`src/rtl/fetch_pkg.sv`:
```
// Shared fetch-stage definitions: FSM state encoding, instruction size, NOP word
// and a PC alignment helper.
package fetch_pkg;

  typedef enum logic [1:0] {
    S_REQ  = 2'd0,  // present a request at PC
    S_WAIT = 2'd1,  // request accepted, waiting for its response
    S_HOLD = 2'd2,  // live instruction presented to IF/ID
    S_DROP = 2'd3   // waiting for a response that must be thrown away
  } fetch_state_e;

  localparam int unsigned INSTR_BYTES = 4;
  localparam logic [31:0] NOP_INSTR   = 32'h0;

  // Instructions are word aligned; the two low address bits are always dropped.
  function automatic logic [63:0] align_pc(input logic [63:0] addr);
    return {addr[63:2], 2'b00};
  endfunction

endpackage

```
`src/rtl/pc_register.sv`:
```
// Program counter: aligned load on redirect, increment by one instruction,
// asynchronous reset to RESET_PC. Load wins over increment.
module pc_register
  import fetch_pkg::*;
#(
  parameter logic [63:0] RESET_PC = 64'h0
) (
  input  logic        clk,
  input  logic        reset_n,
  input  logic        load_i,
  input  logic [63:0] load_val_i,
  input  logic        inc_i,
  output logic [63:0] pc_o
);

  logic [63:0] pc_q;
  logic [63:0] pc_d;

  // Next PC: redirect target (aligned), sequential successor (wraps mod 2^64), or hold.
  always_comb begin
    pc_d = pc_q;
    if (load_i) begin
      pc_d = align_pc(load_val_i);
    end else if (inc_i) begin
      pc_d = pc_q + 64'(INSTR_BYTES);
    end
  end

  // PC state register.
  always_ff @(posedge clk or negedge reset_n) begin
    if (!reset_n) begin
      pc_q <= RESET_PC;
    end else begin
      pc_q <= pc_d;
    end
  end

  assign pc_o = pc_q;

endmodule

```
`src/rtl/instruction_fetch_unit.sv`:
```
// Instruction fetch unit: issues one memory request at a time, captures the
// response into the IF/ID-facing registers, stalls on PC_Write=0 and handles
// redirects (including dropping a response already in flight).
module instruction_fetch_unit
  import fetch_pkg::*;
#(
  parameter logic [63:0] RESET_PC = 64'h0
) (
  input  logic        clk,
  input  logic        reset_n,
  input  logic        PC_Write,
  input  logic        PCSrc,
  input  logic [63:0] Branch_Target,
  output logic        imem_req,
  output logic [63:0] imem_addr,
  input  logic        imem_ready,
  input  logic        imem_rvalid,
  input  logic [31:0] imem_rdata,
  output logic [31:0] Instruction,
  output logic [63:0] PC_Out,
  output logic        Fetch_Valid,
  output logic        Flush
);

  fetch_state_e state_q, state_d;
  logic [31:0]  instr_q, instr_d;
  logic [63:0]  pc_out_q, pc_out_d;
  logic         fv_q, fv_d;
  logic         flush_q, flush_d;
  logic         pc_inc;
  logic [63:0]  pc;

  pc_register #(
    .RESET_PC(RESET_PC)
  ) u_pc (
    .clk       (clk),
    .reset_n   (reset_n),
    .load_i    (PCSrc),
    .load_val_i(Branch_Target),
    .inc_i     (pc_inc),
    .pc_o      (pc)
  );

  // Next-state and output-register logic; a redirect (PCSrc) beats every other event.
  always_comb begin
    state_d  = state_q;
    instr_d  = instr_q;
    pc_out_d = pc_out_q;
    fv_d     = fv_q;
    flush_d  = PCSrc;
    pc_inc   = 1'b0;
    case (state_q)
      S_REQ: begin
        // A redirect that coincides with acceptance leaves a stale request in flight.
        if (PCSrc) begin
          state_d = imem_ready ? S_DROP : S_REQ;
        end else if (imem_ready) begin
          state_d = S_WAIT;
        end
      end
      S_WAIT: begin
        if (PCSrc) begin
          state_d = imem_rvalid ? S_REQ : S_DROP;
        end else if (imem_rvalid) begin
          instr_d  = imem_rdata;
          pc_out_d = pc;
          fv_d     = 1'b1;
          state_d  = S_HOLD;
        end
      end
      S_HOLD: begin
        if (PCSrc) begin
          fv_d    = 1'b0;
          instr_d = NOP_INSTR;
          state_d = S_REQ;
        end else if (PC_Write) begin
          pc_inc  = 1'b1;
          fv_d    = 1'b0;
          state_d = S_REQ;
        end
      end
      S_DROP: begin
        // A further redirect here only reloads the PC; the stale response is still
        // owed, so leave only once it arrives (even in the same cycle as a redirect).
        if (imem_rvalid) begin
          state_d = S_REQ;
        end
      end
      default: state_d = S_REQ;
    endcase
  end

  // FSM and fetch output registers; reset abandons any in-flight request.
  always_ff @(posedge clk or negedge reset_n) begin
    if (!reset_n) begin
      state_q  <= S_REQ;
      instr_q  <= '0;
      pc_out_q <= '0;
      fv_q     <= 1'b0;
      flush_q  <= 1'b0;
    end else begin
      state_q  <= state_d;
      instr_q  <= instr_d;
      pc_out_q <= pc_out_d;
      fv_q     <= fv_d;
      flush_q  <= flush_d;
    end
  end

  assign imem_req    = (state_q == S_REQ);
  assign imem_addr   = pc;
  assign Instruction = instr_q;
  assign PC_Out      = pc_out_q;
  assign Fetch_Valid = fv_q;
  assign Flush       = flush_q;

endmodule

```
`config.mk`:
```
export PLATFORM = sky130hd
export DESIGN_NAME = instruction_fetch_unit
export DESIGN_NICKNAME = d
export VERILOG_FILES = /design/src/rtl/fetch_pkg.sv /design/src/rtl/pc_register.sv /design/src/rtl/instruction_fetch_unit.sv
export SDC_FILE = /design/constraint.sdc
export NUM_CORES = 1
export LEC_CHECK = 0
export CORE_UTILIZATION = 46
export DETAILED_ROUTE_END_ITERATION = 8
export GPL_ROUTABILITY_DRIVEN = 1
export PLACE_DENSITY = 0.81
export SLEW_MARGIN = 10
export SYNTH_ARGS = -nofsm -noshare
export SYNTH_HDL_FRONTEND = slang
export SYNTH_HIERARCHICAL = 1
export SYNTH_SLANG_ARGS = --single-unit
```
`constraint.sdc`:
```
create_clock -name clk -period 3.7 [get_ports clk]
set_input_delay 0.555 -clock clk [delete_from_list [all_inputs] [get_ports clk]]
set_output_delay 0.555 -clock clk [all_outputs]
set_load 0.005 [all_outputs]
```
# --- Word-level counts from Yosys, hierarchy flattened ---
# Index checks and enable logic that the tools add are counted.
totals:
  output_inout_bits: 163
  inputBits: 102
  wordCells: 49
  ff_bits: 164
op_classes:
  bitwise: 1
  n_addsub: 1
  n_eq_ne: 10
  reduce_logical: 7
  mux: 24
ops:
  columns: ["cell", "count"]
  rows:
  - ["64-bit two-way mux", 2]
  - ["32-bit two-way mux", 3]
  - ["64-bit by 3-bit adder with 64-bit output, second input constant", 1]
  - ["32-bit one-hot mux with 2 select lines", 1]
  - ["2-bit two-way mux", 9]
  - ["4-bit AND reduction", 3]
  - ["2-bit != test, second input constant", 4]
  - ["2-bit one-hot mux with 4 select lines", 1]
  - ["1-bit two-way mux", 7]
  - ["3-bit != test, second input constant", 2]
  - ["2-bit equality test, second input constant", 2]
  - ["2-bit nonzero test", 2]
  - ["3-bit by 2-bit != test with 1-bit output, second input constant", 1]
  - ["3-bit AND reduction", 1]
  - ["2-bit by 1-bit equality test with 1-bit output, second input constant", 1]
  - ["2-bit logical NOT", 1]
  - ["1-bit one-hot mux with 2 select lines", 1]
  - ["1-bit NOT", 1]

# --- Logic depth before layout (Yosys ltp) ---
# Gate-level depths: netlist of run 1.
logic_depth:
  word_depth: 5
  ltp_mapped: 11
  ltp_nobuf: 7

# --- Cells and area by module ---
# Netlist of run 1, hierarchy kept.
by_module_without_submodules:
  columns: ["mod", "seq_area_each_um2", "area_each_um2", "cells_each", "n_inst"]
  rows:
  - ["instruction_fetch_unit", 2502.4, 4171.5, 321, 1]
  - ["pc_register", 1551.5, 3712.3, 429, 1]

# --- Worst setup path after synthesis of run 1 ---
# OpenSTA, ideal clock, no wires.
synth_path:
  path_type: "input -> register"
  start: "in PCSrc"
  end: "reg u_pc.pc_q[55] (netlist: u_pc/pc_o[55])"
  t_required_ns: 3.618
  arrival_ns: 2.553
  path_slack_ns: 1.065
  cell_stages: 9
  path_buffers: 3
  setup_ns: 0.082
  path_cell_list: "buf_4 -> clkbuf_1 -> nor3_1 -> buf_2 -> nand3_1 -> nor3_4 -> nand3_2 -> or4_1 -> a31oi_1"
synth_via:
  elab_chain_len: 3
  elab_cells_between_ends: 4
  classes_between: "mux: 3; reduce/logical: 1"
synth_lines:
  columns: ["item", "line", "rtl"]
  rows:
  - ["from (decl)", "instruction_fetch_unit.sv:12", "input logic PCSrc,"]
  - ["1-bit two-way mux", "instruction_fetch_unit.sv:72", "if (PCSrc) begin"]
  - ["1-bit two-way mux", "instruction_fetch_unit.sv:52", "case (state_q)"]
  - ["via pc_inc", "instruction_fetch_unit.sv:30", "logic pc_inc;"]
  - ["2-bit nonzero test (no line)", null, null]
  - ["to (signal assigned)", "pc_register.sv:34", "pc_q <= pc_d;"]
  - ["to (decl)", "pc_register.sv:16", "logic [63:0] pc_q;"]
# The timed path passes the listed nets, and every way through them passes these cells.
# A chain may end at the register's enable or synchronous reset.

# --- Worst setup path in the final report of run 1 ---
layout_path:
  start: "in PC_Write"
  end: "reg u_pc.pc_q[60] (netlist: u_pc/pc_o[60])"
layout_via:
  elab_chain_len: 4
layout_lines:
  columns: ["item", "line", "rtl"]
  rows:
  - ["from (decl)", "instruction_fetch_unit.sv:11", "input logic PC_Write,"]
  - ["1-bit two-way mux", "instruction_fetch_unit.sv:76", "end else if (PC_Write) begin"]
  - ["1-bit two-way mux", "instruction_fetch_unit.sv:72", null]
  - ["1-bit two-way mux", "instruction_fetch_unit.sv:52", null]
  - ["via pc_inc", "instruction_fetch_unit.sv:30", null]
  - ["2-bit nonzero test (no line)", null, null]
# The timed path passes the listed nets, and every way through them passes these cells.

==> results of run 1 <==
[Yosys cell counts, types with 4 or more instances]
| library cell | number |
|---|---|
| xor2_1 | 26 |
| xnor2_1 | 9 |
| inv_1 | 6 |
| and3_1 | 10 |
| o31ai_1 | 7 |
| a21oi_1 | 9 |
| o21ai_0 | 46 |
| o21ai_1 | 8 |
| o22ai_1 | 8 |
| nor3_2 | 4 |
| or3_1 | 15 |
| nand2_1 | 86 |
| or4_1 | 7 |
| a211oi_2 | 22 |
| buf_4 | 4 |
| and4_1 | 7 |
| nand4_1 | 38 |
| nand3_1 | 21 |
| clkbuf_1 | 23 |
| mux2_2 | 65 |
| buf_6 | 12 |
| buf_2 | 7 |
| dfrtp_1 | 162 |
| nor2_1 | 86 |
| nor4_1 | 4 |
| a31oi_1 | 26 |
| nor3_1 | 6 |
[flip-flops by register name, indices dropped and copies added, names as in the netlist]
register,flops
Fetch_Valid,1
PC_Out,64
Flush,1
u_pc/pc_o,62
Instruction,32
state_q,2
[metal layers]
metal  routed length [µm]  GRT usage  vias up
met2                10300      0.405      313
met4                  545     0.0990        0
met3                 1870     0.0659       44
met1                 9220      0.331     3349
li1                     -          -     3193
met5                    0          0        -
[cell usage in the layout, fill, tap and decap left out, types with 5 or more instances in the layout]
cell type	synthesis	routed
a211oi_2	22	22
a21oi_1	9	9
a31oi_1	26	26
and3_1	10	10
and4_1	7	7
buf_4	4	11
clkbuf_16	0	17
clkdlybuf4s50_1	0	258
dfrtp_1	162	162
inv_1	6	6
inv_6	0	5
mux2_2	65	65
nand2_1	86	86
nand3_1	21	21
nand4_1	38	38
nor2_1	86	86
nor3_1	6	6
o21ai_0	46	46
o21ai_1	8	8
o22ai_1	8	8
o31ai_1	7	7
or3_1	15	15
or4_1	7	7
xnor2_1	9	9
xor2_1	26	26
[critical path, stage by stage]
cell and delay (ns):
clkdlybuf4s50_1 0.48, inv_1 0.06, nor3_1 0.41, nand4_1 0.28, nor3_2 0.24, buf_4 0.20, nand4_4 0.18, or4_1 0.57
a31oi_1 0.16
[path summary, 6_finish.rpt]
check / startpoint / endpoint / slack, ns / cells after the start
setup / recovery: PC_Write / u_pc/pc_o[60] / 0.89 / 9
max in group asynchronous: reset_n / Instruction[12] / 2.57 / 2
hold reg to reg: PC_Out[31] / PC_Out[31] / 0.50 / 1
setup reg to reg: state_q[0] / u_pc/pc_o[60] / 0.97 / 8
hold / removal: reset_n / PC_Out[29] / 0.23 / 1
min in group clk: PC_Out[31] / PC_Out[31] / 0.50 / 1
[power breakdown]
group / switching (µW) / leakage [µW] / total (µW) / internal [µW]
registers: 395 / 0.00197 / 2710 / 2310
clock network: 749 / 0.000270 / 1700 / 951
logic: 824 / 0.00220 / 2300 / 1480
[logic make-up (layout without fill, tap and decap cells)]
logic type,after synthesis,in the layout,synth area share
buffers and inverters,53,311,0.0397
AND/OR/NAND/NOR,300,300,0.196
AO/OA/AOI/OAI,132,132,0.115
adder cells (fa/ha/maj),1,1,0.00159
other,1,2,0.000476
XOR/XNOR,35,35,0.0389
multiplexers,66,66,0.0941
flip-flops,162,162,0.514
[cell type report]
cell class	count	share of cell area
clock inverters	14	0.0114
multi-input cells	536	0.317
well taps	220	0.0246
flip-flops and latches	162	0.363
repair buffers	272	0.243
clock buffers	18	0.0393
inverters	7	0.00235
[stage by stage]
step / utilization / instances / setup slack [ns] / area (µm²) / total power (µW)
floorplan: - / 751 / 1.07 / 7890 / 3610
global placement: 0.637 / 1197 / 0.553 / 10600 / 4960
detailed placement: 0.637 / 1197 / 0.489 / 10600 / 5060
CTS: 0.672 / 1229 / 0.912 / 11200 / 6770
global route: 0.672 / 1229 / 0.767 / 11200 / 7050
finish: 0.672 / 1229 / 0.895 / 11200 / 6710
==> flow_summary.ini, run 1 <==
[status]
status = complete, no violations

[detailed_routing]
vias_per_cell = 5.61
drc = 0
dr.pass1.iters = 5
routed_wl_um = 22000
first_iter_violations = 554
ant_nets = 0
routedWlPerCell_um = 17.9
vias = 6899

[cells_and_area]
final_nets = 1099
area_growth_pct = 41.8
num-fill-cells = 1292
multi_input_area_um2 = 3540
regArea_um2 = 4050
diodes = 0
drive_gt1_frac = 0.146

[worst_hold_path]
hold_class = in2async

[synth]
syn_area_um2 = 7880
async_flop_share = 1.00
synthFlopType = dfrtp_1
syn_area_per_cell_um2 = 10.5
synth.top_cell.area_share = 0.514
ys_top_cells_by_area = dfrtp_1 (51%), mux2_2 (9.3%), nand2_1 (4.1%)
netlist_instances = 750
synth_edf_count = 0
ys_warn_count = 6
synth_cell_type_count = 49
synth.largest_area_cell = dfrtp_1
ys_ff_latch = 162
yosysSeqAreaShare = 0.514

[floorplan]
core_um2 = 16600
die_w_um = 133
die_h_um = 133
core.rowCount = 47
pin_count = 265
die_area_um2 = 17700
initial_core_util = 0.474

[sta]
period_minus_slack_ns = 2.81
period_share = 0.758
fin_skew_ns = 0.0119
finalMaxSlewViolations = 0
tns_ns = 0
setup_violations = 0
hold_violations = 0
fmax_ghz = 0.356
fin_hold_ws_ns = 0.226
rsz0062_at_grt = false
worst_pin_slew_ns = 0.970
relSlewSlack = 0.353

[grt]
antenna_found_initial = 0
grt_pass1_vias = 6818
grt_pass1_wl_um = 35400
grt_usage = 0.254
overflow = 0
grt_max_degree = 102

[placement]
place.gp.congestion = 0.849
port_buffers = 260
dp_hpwl_um = 15500

[clocking]
cts_setup_buffers = 0
cts_resized = 0
cts_made_buffers = 17
clk_latency_ns = 0.43
cts_hold_repair.buffers = 0
cts_tree = done
clk_pin_slew_ns = 0.07
clockBufferDepth = 2
htreeDepth = 4
clkSinkCount = 162
cts_root_buffer = clkbuf_16

[critical_path]
required_ns = 4.04
path_max_fanout = 7
worstSetupPathType = in2reg
endpoint_kind = register
crit_arrival_ns = 3.15
startpoint_type = input port

[pwr]
ir_drop_v = 0.000316
p_leak_uw = 0.00444
p_per_area_nw_per_um2 = 600

[job]
maxCapViolations = 0
Note: power is estimated with default switching activity, not from simulation.
==> run 2: changes to the inputs <==
==> constraint.sdc (replaced) <==
create_clock -name clk -period 2.8 [get_ports clk]
set_input_delay 0.42 -clock clk [delete_from_list [all_inputs] [get_ports clk]]
set_output_delay 0.42 -clock clk [all_outputs]
set_load 0.005 [all_outputs]
==> run 2 against run 1 <==
  * Die area is the same
  * Wire length grew 2.2%
  * Power grew 32%
  * Sequential power grew 32%
  * Highest routed layer unchanged
  * Final area grew 1.3%
  * Hold slack lost 0.21 ns
  * First-iteration DRC count shrank 11%
  * Flip-flop and latch count is the same
  * Clock skew shrank 0.00097 ns
  * Register-to-register slack lost 0.69 ns
  * Via count grew 0.41%
==> flow_summary.ini, run 2 (synthesis gave the netlist of run 1 again) <==
[pwr]
ir_drop_v = 0.000444
p_per_area_nw_per_um2 = 780
p_leak_uw = 0.00452

[floorplan]
pin_count = 265
core.rowCount = 47
die_w_um = 133
core_um2 = 16600
die_area_um2 = 17700
initial_core_util = 0.474
die_h_um = 133

[critical_path]
crit_start = state_q[0]
reg2reg_to = u_pc/pc_o[44]
startpoint_type = register
reg2reg_depth = 10
path_max_fanout = 6
timing.rr.start = state_q[0]
endpoint_kind = register
crit_arrival_ns = 2.87
required_ns = 3.14
worstSetupPathType = reg2reg
endpoint = u_pc/pc_o[44]
r2r_slack_ns = 0.28

[cells_and_area]
diodes = 0
layout_common_cells = clkdlybuf4s50_1 (258), dfrtp_1 (162), nor2_1 (86), nand2_1 (86), mux2_2 (65)
regArea_um2 = 4050
area_growth_pct = 43.6
drive_gt1_frac = 0.160
final_nets = 1116
layout_commonest_cell = clkdlybuf4s50_1
multi_input_area_um2 = 3540
largest_reg_flops = 64
num-fill-cells = 1278

[clocking]
cts_resized = 0
cts_made_buffers = 17
cts_setup_buffers = 0
clkSinkCount = 162
clockBufferDepth = 2
htreeDepth = 4
cts_tree = done
cts_hold_repair.buffers = 0
clk_latency_ns = 0.43
clk_pin_slew_ns = 0.07
cts_root_buffer = clkbuf_16

[sta]
period_minus_slack_ns = 2.52
period_share = 0.902
fin_skew_ns = 0.0110
tns_ns = 0
worst_pin_slew_ns = 0.759
fin_hold_ws_ns = 0.0188
rsz0062_at_grt = false
setup_violations = 0
hold_violations = 0
finalMaxSlewViolations = 0
relSlewSlack = 0.494
fmax_ghz = 0.396

[grt]
grt_usage = 0.259
antenna_found_initial = 0
overflow = 0
grt_pass1_vias = 6788
grt_max_degree = 84
grt_pass1_wl_um = 36000

[placement]
port_buffers = 260
place.gp.congestion = 0.840
dp_hpwl_um = 16000

[detailed_routing]
ant_nets = 0
routedWlPerCell_um = 18.0
drc = 0
routed_wl_um = 22400
first_iter_violations = 492
vias_per_cell = 5.56
vias = 6927
dr.pass1.iters = 5

[status]
status = complete, no violations

[job]
maxCapViolations = 0

[worst_hold_path]
hold_class = in2async
-- run 2: changes by cell type in the layout (fill, tap and decap cells not counted) --
cell	change
buf_4	+14
buf_12	+3
clkinv_4	+3
clkinv_2	-2
bufinv_16	-1
clkbuf_8	-1
inv_6	+1
-- run 2: power by group --
part           leakage, µW  switching, µW  internal (µW)
sequential         0.00197            533           3050
clock             0.000258           1030           1150
combinational      0.00229           1100           1960
-- run 2: cell type report --
| class | instances | area share |
|---|---|---|
| timing repair buffer | 289 | 0.255 |
| clock inverter | 15 | 0.0108 |
| inverter | 7 | 0.00232 |
| clock buffer | 17 | 0.0376 |
| multi-input combinational | 536 | 0.312 |
| sequential | 162 | 0.358 |
| tap | 220 | 0.0243 |
-- run 2: worst max-delay path, stage by stage (launching register included) --
cell      delay, ns
dfrtp_1        0.46
nand2b_1       0.19
nor3_1         0.17
buf_4          0.16
nand4_1        0.19
nor3_2         0.25
buf_4          0.19
nand4_4        0.10
buf_4          0.20
or3_1          0.35
a31oi_1        0.18
-- run 2: worst min-delay path by stage --
stage	start	endpoint
floorplan	reset_n	Fetch_Valid
global placement	PC_Out[24]	PC_Out[24]
detailed placement	PC_Out[6]	PC_Out[6]
CTS	reset_n	PC_Out[29]
global route	reset_n	PC_Out[29]
finish	reset_n	PC_Out[28]
-- run 2: metrics by stage --
stage	total power (µW)	setup WS, ns	util	cells	area [µm²]
floorplan	4770	0.247	-	751	7890
global placement	6570	0.0303	0.647	1214	10800
detailed placement	6710	-0.105	0.647	1214	10800
CTS	8910	0.222	0.680	1246	11300
global route	9280	0.0713	0.680	1246	11300
finish	8830	0.275	0.680	1246	11300
-- run 2: metal layers --
| metal | vias to the layer above | track usage | wire length [µm] |
|---|---|---|---|
| li1 | 3239 | - | - |
| met1 | 3347 | 0.340 | 9520 |
| met2 | 296 | 0.408 | 10500 |
| met3 | 45 | 0.0670 | 1780 |
| met4 | 0 | 0.103 | 595 |
| met5 | - | 0 | 0 |
